**src/rtl/crc32_frame_check_if.sv**
```systemverilog
// Byte-stream and frame-result signals of the CRC-32 frame checker.
// The checker takes the slave side; the upstream/downstream logic takes the master side.
interface crc32_frame_check_if #(
    parameter int CNT_W = 16
);
    logic [7:0]       in_data;
    logic             in_valid;
    logic             in_last;
    logic             in_ready;
    logic             res_valid;
    logic             res_ready;
    logic             res_ok;
    logic             res_runt;
    logic             res_ovf;
    logic [CNT_W-1:0] res_len;
    logic [31:0]      res_crc;
    logic [CNT_W-1:0] good_cnt;
    logic [CNT_W-1:0] bad_cnt;

    modport master (
        output in_data, in_valid, in_last, res_ready,
        input  in_ready, res_valid, res_ok, res_runt, res_ovf, res_len, res_crc,
               good_cnt, bad_cnt
    );

    modport slave (
        input  in_data, in_valid, in_last, res_ready,
        output in_ready, res_valid, res_ok, res_runt, res_ovf, res_len, res_crc,
               good_cnt, bad_cnt
    );
endinterface

```
**src/rtl/crc32_frame_check.sv**
```systemverilog
// Receive-side CRC-32 (poly 0x04C11DB7, MSB-first, init all-ones, no final XOR) frame checker.
// Payload + FCS leaves a zero residue; result is held until downstream takes it.
module crc32_frame_check #(
    parameter int CNT_W   = 16,
    parameter int MIN_LEN = 5
) (
    input logic                clk,
    input logic                rst,
    crc32_frame_check_if.slave bus
);
    localparam logic [31:0] POLY     = 32'h04C11DB7;
    localparam logic [31:0] CRC_INIT = 32'hFFFF_FFFF;

    typedef enum logic [1:0] {IDLE, DATA, RESULT} state_t;

    state_t           state, state_nxt;
    logic [31:0]      crc, crc_nxt;
    logic [CNT_W-1:0] cnt, cnt_nxt;
    logic             ovf, ovf_nxt;
    logic [CNT_W-1:0] good_cnt, bad_cnt;
    logic             in_result, fire, done, runt, ok;
    logic [31:0]      crc_step;

    // One table entry: the byte placed in the top of the register, shifted through 8 steps.
    function automatic logic [31:0] crc_tab(input logic [7:0] idx);
        logic [31:0] r;
        r = {idx, 24'h0};
        for (int i = 0; i < 8; i++)
            r = r[31] ? ((r << 1) ^ POLY) : (r << 1);
        return r;
    endfunction

    assign in_result = (state == RESULT);
    assign fire      = bus.in_valid && !in_result;
    assign done      = in_result && bus.res_ready;
    assign crc_step  = {crc[23:0], 8'h00} ^ crc_tab(crc[31:24] ^ bus.in_data);
    assign runt      = in_result && (cnt < CNT_W'(MIN_LEN));
    assign ok        = in_result && (crc == 32'h0) && !runt && !ovf;

    always_comb begin
        state_nxt = state;
        crc_nxt   = crc;
        cnt_nxt   = cnt;
        ovf_nxt   = ovf;
        case (state)
            IDLE, DATA: begin
                if (fire) begin
                    crc_nxt   = crc_step;
                    cnt_nxt   = (&cnt) ? cnt : cnt + 1'b1;
                    ovf_nxt   = ovf | (&cnt);
                    state_nxt = bus.in_last ? RESULT : DATA;
                end
            end
            RESULT: begin
                if (bus.res_ready) begin
                    state_nxt = IDLE;
                    crc_nxt   = CRC_INIT;
                    cnt_nxt   = '0;
                    ovf_nxt   = 1'b0;
                end
            end
            default: state_nxt = IDLE;
        endcase
    end

    always_ff @(posedge clk or posedge rst) begin
        if (rst) begin
            state <= IDLE;
            crc   <= CRC_INIT;
            cnt   <= '0;
            ovf   <= 1'b0;
        end else begin
            state <= state_nxt;
            crc   <= crc_nxt;
            cnt   <= cnt_nxt;
            ovf   <= ovf_nxt;
        end
    end

    // Statistics advance once per frame, on the result handshake, and stick at all-ones.
    always_ff @(posedge clk or posedge rst) begin
        if (rst) begin
            good_cnt <= '0;
            bad_cnt  <= '0;
        end else if (done) begin
            if (ok) begin
                if (!(&good_cnt)) good_cnt <= good_cnt + 1'b1;
            end else if (!(&bad_cnt)) begin
                bad_cnt <= bad_cnt + 1'b1;
            end
        end
    end

    assign bus.in_ready  = !in_result;
    assign bus.res_valid = in_result;
    assign bus.res_ok    = ok;
    assign bus.res_runt  = runt;
    assign bus.res_ovf   = in_result && ovf;
    assign bus.res_len   = (cnt > CNT_W'(3)) ? cnt - CNT_W'(4) : '0;
    assign bus.res_crc   = crc;
    assign bus.good_cnt  = good_cnt;
    assign bus.bad_cnt   = bad_cnt;
endmodule

```
**src/flat_wrapper.sv**
```systemverilog
// flat-port wrapper written by rule: the top's interface ports become plain ports
module crc32_frame_check_flat 
#(
    parameter int CNT_W   = 16,
    parameter int MIN_LEN = 5
)
  (clk, rst, bus_in_data, bus_in_valid, bus_in_last, bus_res_ready, bus_in_ready, bus_res_valid, bus_res_ok, bus_res_runt, bus_res_ovf, bus_res_len, bus_res_crc, bus_good_cnt, bus_bad_cnt);
  crc32_frame_check_if #(.CNT_W(CNT_W)) bus_i ();
  input logic clk;
  input logic rst;
  input wire logic [$bits(bus_i.in_data)-1:0] bus_in_data;
  input wire logic [$bits(bus_i.in_valid)-1:0] bus_in_valid;
  input wire logic [$bits(bus_i.in_last)-1:0] bus_in_last;
  input wire logic [$bits(bus_i.res_ready)-1:0] bus_res_ready;
  output wire logic [$bits(bus_i.in_ready)-1:0] bus_in_ready;
  output wire logic [$bits(bus_i.res_valid)-1:0] bus_res_valid;
  output wire logic [$bits(bus_i.res_ok)-1:0] bus_res_ok;
  output wire logic [$bits(bus_i.res_runt)-1:0] bus_res_runt;
  output wire logic [$bits(bus_i.res_ovf)-1:0] bus_res_ovf;
  output wire logic [$bits(bus_i.res_len)-1:0] bus_res_len;
  output wire logic [$bits(bus_i.res_crc)-1:0] bus_res_crc;
  output wire logic [$bits(bus_i.good_cnt)-1:0] bus_good_cnt;
  output wire logic [$bits(bus_i.bad_cnt)-1:0] bus_bad_cnt;
  assign bus_i.in_data = bus_in_data;
  assign bus_i.in_valid = bus_in_valid;
  assign bus_i.in_last = bus_in_last;
  assign bus_i.res_ready = bus_res_ready;
  assign bus_in_ready = bus_i.in_ready;
  assign bus_res_valid = bus_i.res_valid;
  assign bus_res_ok = bus_i.res_ok;
  assign bus_res_runt = bus_i.res_runt;
  assign bus_res_ovf = bus_i.res_ovf;
  assign bus_res_len = bus_i.res_len;
  assign bus_res_crc = bus_i.res_crc;
  assign bus_good_cnt = bus_i.good_cnt;
  assign bus_bad_cnt = bus_i.bad_cnt;
  crc32_frame_check #(.CNT_W(CNT_W), .MIN_LEN(MIN_LEN)) u_core (.clk(clk), .rst(rst), .bus(bus_i));
endmodule
```
**config.mk**
```make
export PLATFORM = sky130hd
export DESIGN_NAME = crc32_frame_check_flat
export DESIGN_NICKNAME = d
export VERILOG_FILES = /design/src/rtl/crc32_frame_check_if.sv /design/src/rtl/crc32_frame_check.sv /design/src/flat_wrapper.sv
export SDC_FILE = /design/constraint.sdc
export NUM_CORES = 1
export LEC_CHECK = 0
export CAP_MARGIN = 20
export CORE_MARGIN = 3
export CORE_UTILIZATION = 50
export CTS_BUF_LIST = sky130_fd_sc_hd__clkbuf_2
export CTS_CLUSTER_SIZE = 8
export DETAILED_ROUTE_END_ITERATION = 8
export PLACE_DENSITY = 0.78
export RECOVER_POWER = 25
export SETUP_SLACK_MARGIN = 0.3
export SYNTH_ARGS = -nofsm -noshare
export SYNTH_HDL_FRONTEND = slang
export SYNTH_SLANG_ARGS = --single-unit
```
**constraint.sdc**
```tcl
create_clock -name clk -period 2.8 [get_ports clk]
set_input_delay 0.42 -clock clk [delete_from_list [all_inputs] [get_ports clk]]
set_output_delay 0.42 -clock clk [all_outputs]
set_load 0.02 [all_outputs]
```
# After elaboration in Yosys (flattened, before gate mapping)

Index checks and enable logic that the tools add are counted.

Add/subtract/negate cells: 4
$lt $le $gt $ge: 2
Equal/unequal tests: 5
Multiplexer cells: 23
Bitwise gates (word level): 14
Reduce and logical (&&, ||, !) cells: 22

Operators by type and width:

| cell                                                                              | number |
|---|---|
| 27-bit 2-to-1 mux                                                                 | 8 |
| 14-bit NOT                                                                        | 8 |
| 16-bit 2-to-1 mux                                                                 | 4 |
| 32-bit 2-to-1 mux                                                                 | 2 |
| 32-bit case mux with 2 select lines                                               | 1 |
| 16-bit by 1-bit adder with 16-bit output (second input constant)                  | 3 |
| 16-bit AND reduction                                                              | 3 |
| 32-bit zero test                                                                  | 1 |
| 16-bit case mux with 2 select lines                                               | 1 |
| 32-bit XOR                                                                        | 1 |
| 16-bit by 2-bit greater-than comparator with 1-bit output (second input constant) | 1 |
| 16-bit by 3-bit less-than comparator with 1-bit output (second input constant)    | 1 |
| 16-bit by 3-bit subtractor with 16-bit output (second input constant)             | 1 |
| 3-bit AND reduction                                                               | 3 |
| 8-bit XOR                                                                         | 1 |
| 1-bit logical AND                                                                 | 7 |
| 2-bit 2-to-1 mux                                                                  | 3 |
| 2-bit != test (second input constant)                                             | 2 |
| 2-bit case mux with 2 select lines                                                | 1 |
| 4-bit AND reduction                                                               | 1 |
| 1-bit zero test                                                                   | 3 |
| 1-bit NOT                                                                         | 3 |
| 2-bit by 1-bit equality test with 1-bit output (second input constant)            | 1 |
| 2-bit equality test (second input constant)                                       | 1 |
| 8 further kinds                                                                   | 9 |

Flip-flop bits (word level): 83
Output and inout port bits: 85

# Logic depth before layout (Yosys ltp)

Word-level depth: 20
Depth in mapped cells: 10

# Least setup slack after synthesis

OpenSTA, ideal clock, no wires.

Path kind: register to register
From: reg u_core.crc[18] (netlist: u_core.bus.res_crc[18])
To: reg u_core.good_cnt[1] (netlist: u_core.bus.good_cnt[1])
Arrival time: 2,204 ps
Slack: 471 ps
Cell stages (with the launch flop): 6
Clock period less this slack: 2,329 ps
Cells stage by stage: dfstp_2 > or4_4 > nor4_4 > o311ai_1 > nor4_1 > mux2_2

Word-level cells in the longest chain between the ends: 5

Ends and longest elaborated chain:

| item                            | RTL line                | source |
|---|---|---|
| start, declared                 | crc32_frame_check.sv:17 | `logic [31:0] crc, crc_nxt;` |
| start signal, assigned          | crc32_frame_check.sv:74 | `crc <= crc_nxt;` |
| 32-bit zero test                | crc32_frame_check.sv:38 | `assign ok = in_result && (crc == 32'h0) && !runt && !ovf;` |
| 1-bit logical AND (3 in series) | crc32_frame_check.sv:38 |  |
| 3-bit AND reduction (no line)   | -                       |  |
| end signal, assigned            | crc32_frame_check.sv:87 | `if (!(&good_cnt)) good_cnt <= good_cnt + 1'b1;` |
| end, declared                   | crc32_frame_check.sv:20 | `logic [CNT_W-1:0] good_cnt, bad_cnt;` |

Every way passes these cells.
A chain may end at the register's enable or synchronous reset.

# Worst setup path in the final report

From: reg u_core.cnt[4]
To: out bus_res_len[15]

Word-level cells in the longest chain between the ends: 2
Elaborated cells between the ends (all ways): 3
Those cells by class: 1 x add/sub; 1 x order compare; 1 x mux

Ends and longest elaborated chain:

| item                                                                                                                       | RTL line                | source |
|---|---|---|
| start, declared                                                                                                            | crc32_frame_check.sv:18 | `logic [CNT_W-1:0] cnt, cnt_nxt;` |
| start signal, assigned                                                                                                     | crc32_frame_check.sv:75 | `cnt <= cnt_nxt;` |
| 16-bit by 3-bit subtractor with 16-bit output or 16-bit by 2-bit greater-than comparator with 1-bit output (tied branches) | crc32_frame_check.sv:99 | `assign bus.res_len = (cnt > CNT_W'(3)) ? cnt - CNT_W'(4) : '0;` |
| 16-bit 2-to-1 mux (*)                                                                                                      | crc32_frame_check.sv:99 |  |
| end, declared                                                                                                              | flat_wrapper.sv:20      | `output wire logic [$bits(bus_i.res_len)-1:0] bus_res_len;` |

Mark *: on every way between the ends. The rest lies on a longest branch, timed or not.

==> reports/summary.json <==
{
  "yosys.area.top_type": {"value": "sky130_fd_sc_hd__dfrtp_1"},
  "seq_area_frac_synth": {"value": 0.432},
  "number_of_synthesized_flops_with_an_enable_pin": {"value": 0},
  "synthArstFlopShare": {"value": 1.00},
  "ys_ff_latch": {"value": 83},
  "failed_checks": {"value": "max-capacitance violations, max-slew violations"},
  "hold_violations": {"value": 0},
  "rsz0062_at_grt": {"value": "true"},
  "cts-htree-levels": {"value": 3},
  "drt-pass1-iter-count": {"value": 5},
  "num-nets-final": {"value": 665},
  "run_status": {"value": "finished with violations"},
  "final.period_utilization": {"value": 0.941},
  "drt-wirelength-per-cell": {"value": 17.4, "unit": "um"},
  "timing.final.crit_period": {"value": 2.63, "unit": "ns"},
  "synth-xor-area-share": {"value": 0.221},
  "netlist-cell-type-count": {"value": 48},
  "grt_usage": {"value": 0.244},
  "synth-compound-area-share": {"value": 0.0715},
  "tritoncts": {"value": "built"},
  "cts.reportedPaths.clkPinSlew": {"value": 0.24, "unit": "ns"},
  "worst-r2r-cell-count": {"value": 6},
  "synthesis.area_per_instance": {"value": 9.64, "unit": "um2"},
  "maxClockFrequency": {"value": 0.380, "unit": "GHz"},
  "post-layout-total-power": {"value": 7.47, "unit": "mW"},
  "leakage": {"value": 2.75, "unit": "nW"},
  "worst-path-max-fanout": {"value": 3},
  "critical_path_capture_point_type": {"value": "primary output"},
  "worst-setup-path-type": {"value": "reg2out"},
  "postLayoutCellArea": {"value": 6630, "unit": "um2"},
  "place.port_buffers": {"value": 97},
  "postSynthCellCount": {"value": 508},
  "iteration_0_drc_count_of_the_detailed_router": {"value": 265},
  "total_number_of_clock_tree_sinks": {"value": 83},
  "pin_count_of_the_biggest_net_entering_global_routing": {"value": 84},
  "min_from": {"value": "bus_in_last"},
  "post_route_cells_drive_above_1_share": {"value": 0.260},
  "slew_limit_headroom": {"value": -0.363},
  "clockRootBuffer": {"value": "sky130_fd_sc_hd__clkbuf_2"},
  "critPathCapture": {"value": "bus_res_len[15]"},
  "synthMuxAreaShare": {"value": 0.00434},
  "drc_errors": {"value": 0},
  "n_antenna_cell": {"value": 0},
  "global_route.overflow_total": {"value": 0},
  "cts_inserted_buffers": {"value": 9},
  "number_of_global_route_vias_before_repair": {"value": 4262},
  "yosys.cell_count.top_type": {"value": "sky130_fd_sc_hd__xnor2_1"},
  "worst_ep_required_time": {"value": 2.38, "unit": "ns"},
  "crit_path_start": {"value": "u_core.cnt[4]"},
  "max-cap-violations": {"value": 1},
  "dieArea": {"value": 11000, "unit": "um2"},
  "synth-adder-area-share": {"value": 0.0179},
  "setup-tns-final": {"value": 0, "unit": "ns"},
  "combinational_family_with_the_most_area_after_synthesis": {"value": "simple AND/OR/NAND/NOR gates"},
  "number_of_i_o_pins": {"value": 98},
  "report.final.slew_viol_count": {"value": 84},
  "grt_first_pass_wirelength": {"value": 21900, "unit": "um"},
  "ir_worst_vdd": {"value": 980, "unit": "uV"},
  "synth.yosys.warnings": {"value": 0},
  "synth.net_count": {"value": 528},
  "grt_antenna_before_repair": {"value": 0},
  "drt.antenna.violating_nets": {"value": 0},
  "cts.hold.buffers_added": {"value": 0},
  "die_x": {"value": 105, "unit": "um"},
  "critical_path.reg2reg.endpoint": {"value": "u_core.bus.good_cnt[7]"},
  "final.fill_count": {"value": 735},
  "gp_congestion": {"value": 0.918},
  "area_growth": {"value": 35.4, "unit": "%"},
  "initial_utilization": {"value": 0.523},
  "setup_violations": {"value": 0},
  "netlist_top_cells_count": {"value": "65 x sky130_fd_sc_hd__xnor2_1, 55 x sky130_fd_sc_hd__xor2_1, 53 x sky130_fd_sc_hd__nor2_1, 51 x sky130_fd_sc_hd__dfrtp_1, 41 x sky130_fd_sc_hd__nand2_1"},
  "routed_wl": {"value": 13600, "unit": "um"},
  "die_y": {"value": 105, "unit": "um"},
  "via_count": {"value": 4322},
  "viasPerCell": {"value": 5.55},
  "reg2reg_slack": {"value": 0.22, "unit": "ns"},
  "timing.critical_path.from_type": {"value": "register"},
  "class_of_the_tightest_hold_or_removal_check": {"value": "in2reg"},
  "crit-reg2reg-launch": {"value": "u_core.bus.res_crc[19]"},
  "clock_insertion_delay_worst_skew": {"value": 0.56, "unit": "ns"},
  "ys_top_cells_by_area": {"value": "sky130_fd_sc_hd__dfrtp_1 26%, sky130_fd_sc_hd__dfstp_2 17%, sky130_fd_sc_hd__xnor2_1 12%"},
  "post-dp-hpwl": {"value": 9220, "unit": "um"},
  "power-per-cell-area": {"value": 1130, "unit": "nW/um2"},
  "core_region_area": {"value": 9370, "unit": "um2"},
  "clockBufferDepth": {"value": 2},
  "yosys.area_share.simple": {"value": 0.225},
  "floorplan.rows": {"value": 35},
  "worst-slew-pin-transition": {"value": 2.04, "unit": "ns"},
  "dominantRegCellSynth": {"value": "sky130_fd_sc_hd__dfrtp_1"},
  "place_area": {"value": 6170, "unit": "um2"},
  "final.setup_skew": {"value": 0.0398, "unit": "ns"},
  "synth_largest_type_area_fraction": {"value": 0.261},
  "crit_arrival": {"value": 2.21, "unit": "ns"},
  "netlist_area": {"value": 4900, "unit": "um2"}
}
cell type report:
| type | instances | area, um2 | area share |
|---|---|---|---|
| Timing Repair Buffer | 148 | 1310 | 0.197 |
| Inverter | 10 | 41.3 | 0.00623 |
| Sequential cell | 83 | 2120 | 0.320 |
| Tap cell | 129 | 161 | 0.0243 |
| Clock inverter | 7 | 45.0 | 0.00679 |
| Clock buffer | 9 | 45.0 | 0.00679 |
| Multi-Input combinational cell | 393 | 2900 | 0.438 |
metal layers:
metal  part of all wire  GRT usage
met5                  0          0
met4              0.020     0.0853
met3              0.055     0.0327
met2               0.50      0.402
met1               0.42      0.332
state kept, by name, indices dropped and copies added, names as in the netlist:
| name | count |
|---|---|
| u_core.ovf | 1 |
| u_core.bus.res_crc | 32 |
| u_core.bus.good_cnt | 16 |
| u_core.state | 2 |
| u_core.bus.bad_cnt | 16 |
| u_core.cnt | 16 |
worst max-delay path, cell delays in order, from the launching register on:
cell                      delay (ns)
sky130_fd_sc_hd__dfrtp_1        0.46
sky130_fd_sc_hd__nor4_4         0.37
sky130_fd_sc_hd__nand2_2        0.13
sky130_fd_sc_hd__nor3b_4        0.22
sky130_fd_sc_hd__nand2_1        0.09
sky130_fd_sc_hd__xor2_1         0.14
sky130_fd_sc_hd__nor2_1         0.08
sky130_fd_sc_hd__buf_2          0.17
power by group:
group | leakage [nW] | switching, mW | internal, mW
Sequential | 1.02 | 0.411 | 1.69
Clock | 0.0530 | 0.443 | 0.112
Combinational | 1.67 | 2.53 | 2.28
stage by stage:
| step | cells | worst slack [ns] | hold slack (ns) | utilization |
|---|---|---|---|---|
| 5_1_grt | 779 | 0.0336 | 0.442 | 0.707 |
| 4_1_cts | 763 | 0.144 | 0.308 | 0.681 |
| 6_report | 779 | 0.166 | 0.432 | 0.707 |
| 3_3_place_gp | 739 | 0.218 | 0.474 | 0.659 |
| 3_5_place_dp | 739 | 0.121 | 0.479 | 0.659 |
| 2_1_floorplan | 508 | 0.471 | 0.476 | - |
logic make-up after synthesis:
logic type | after synthesis
compound gates | 59
simple gates | 201
buf+inv | 34
mux | 2
xor+xnor | 122
fa+ha+maj | 7
flops | 83
layout by cell type, fill, tap and decap left out, types with 5 or more instances in the layout:
cell type	count
sky130_fd_sc_hd__xnor2_1	65
sky130_fd_sc_hd__buf_6	5
sky130_fd_sc_hd__nor3_1	20
sky130_fd_sc_hd__dfrtp_2	6
sky130_fd_sc_hd__clkbuf_2	10
sky130_fd_sc_hd__and4_1	8
sky130_fd_sc_hd__clkdlybuf4s50_1	76
sky130_fd_sc_hd__inv_1	9
sky130_fd_sc_hd__nor4_2	5
sky130_fd_sc_hd__o21ai_0	10
sky130_fd_sc_hd__nand2_1	37
sky130_fd_sc_hd__nand4_1	10
sky130_fd_sc_hd__a21oi_1	25
sky130_fd_sc_hd__dfstp_2	32
sky130_fd_sc_hd__nor2_1	49
sky130_fd_sc_hd__nor4_4	8
sky130_fd_sc_hd__ha_1	7
sky130_fd_sc_hd__buf_2	6
sky130_fd_sc_hd__nand3_1	18
sky130_fd_sc_hd__xor2_1	55
sky130_fd_sc_hd__buf_4	57
sky130_fd_sc_hd__nor4_1	8
sky130_fd_sc_hd__o211ai_1	8
sky130_fd_sc_hd__dfrtp_1	45
worst min path at each step:
stage | depth (start not counted) | slack [ns] | to
3_5_place_dp | 1 | 0.48 | u_core.bus.bad_cnt[5]
5_1_grt | 3 | 0.44 | u_core.state[1]
2_1_floorplan | 2 | 0.48 | u_core.ovf
3_3_place_gp | 1 | 0.47 | u_core.bus.good_cnt[13]
6_report | 3 | 0.43 | u_core.state[1]
4_1_cts | 3 | 0.31 | u_core.bus.good_cnt[15]
what timing repair did:
action,4_1_cts,5_1_grt
setup buffers,7,15
pin swaps,5,15
setup endpoints to repair,21,29
cloned,1,1
hold endpoints to repair,0,0
gates resized for setup,86,60
Power figures use the tool's default switching activity.
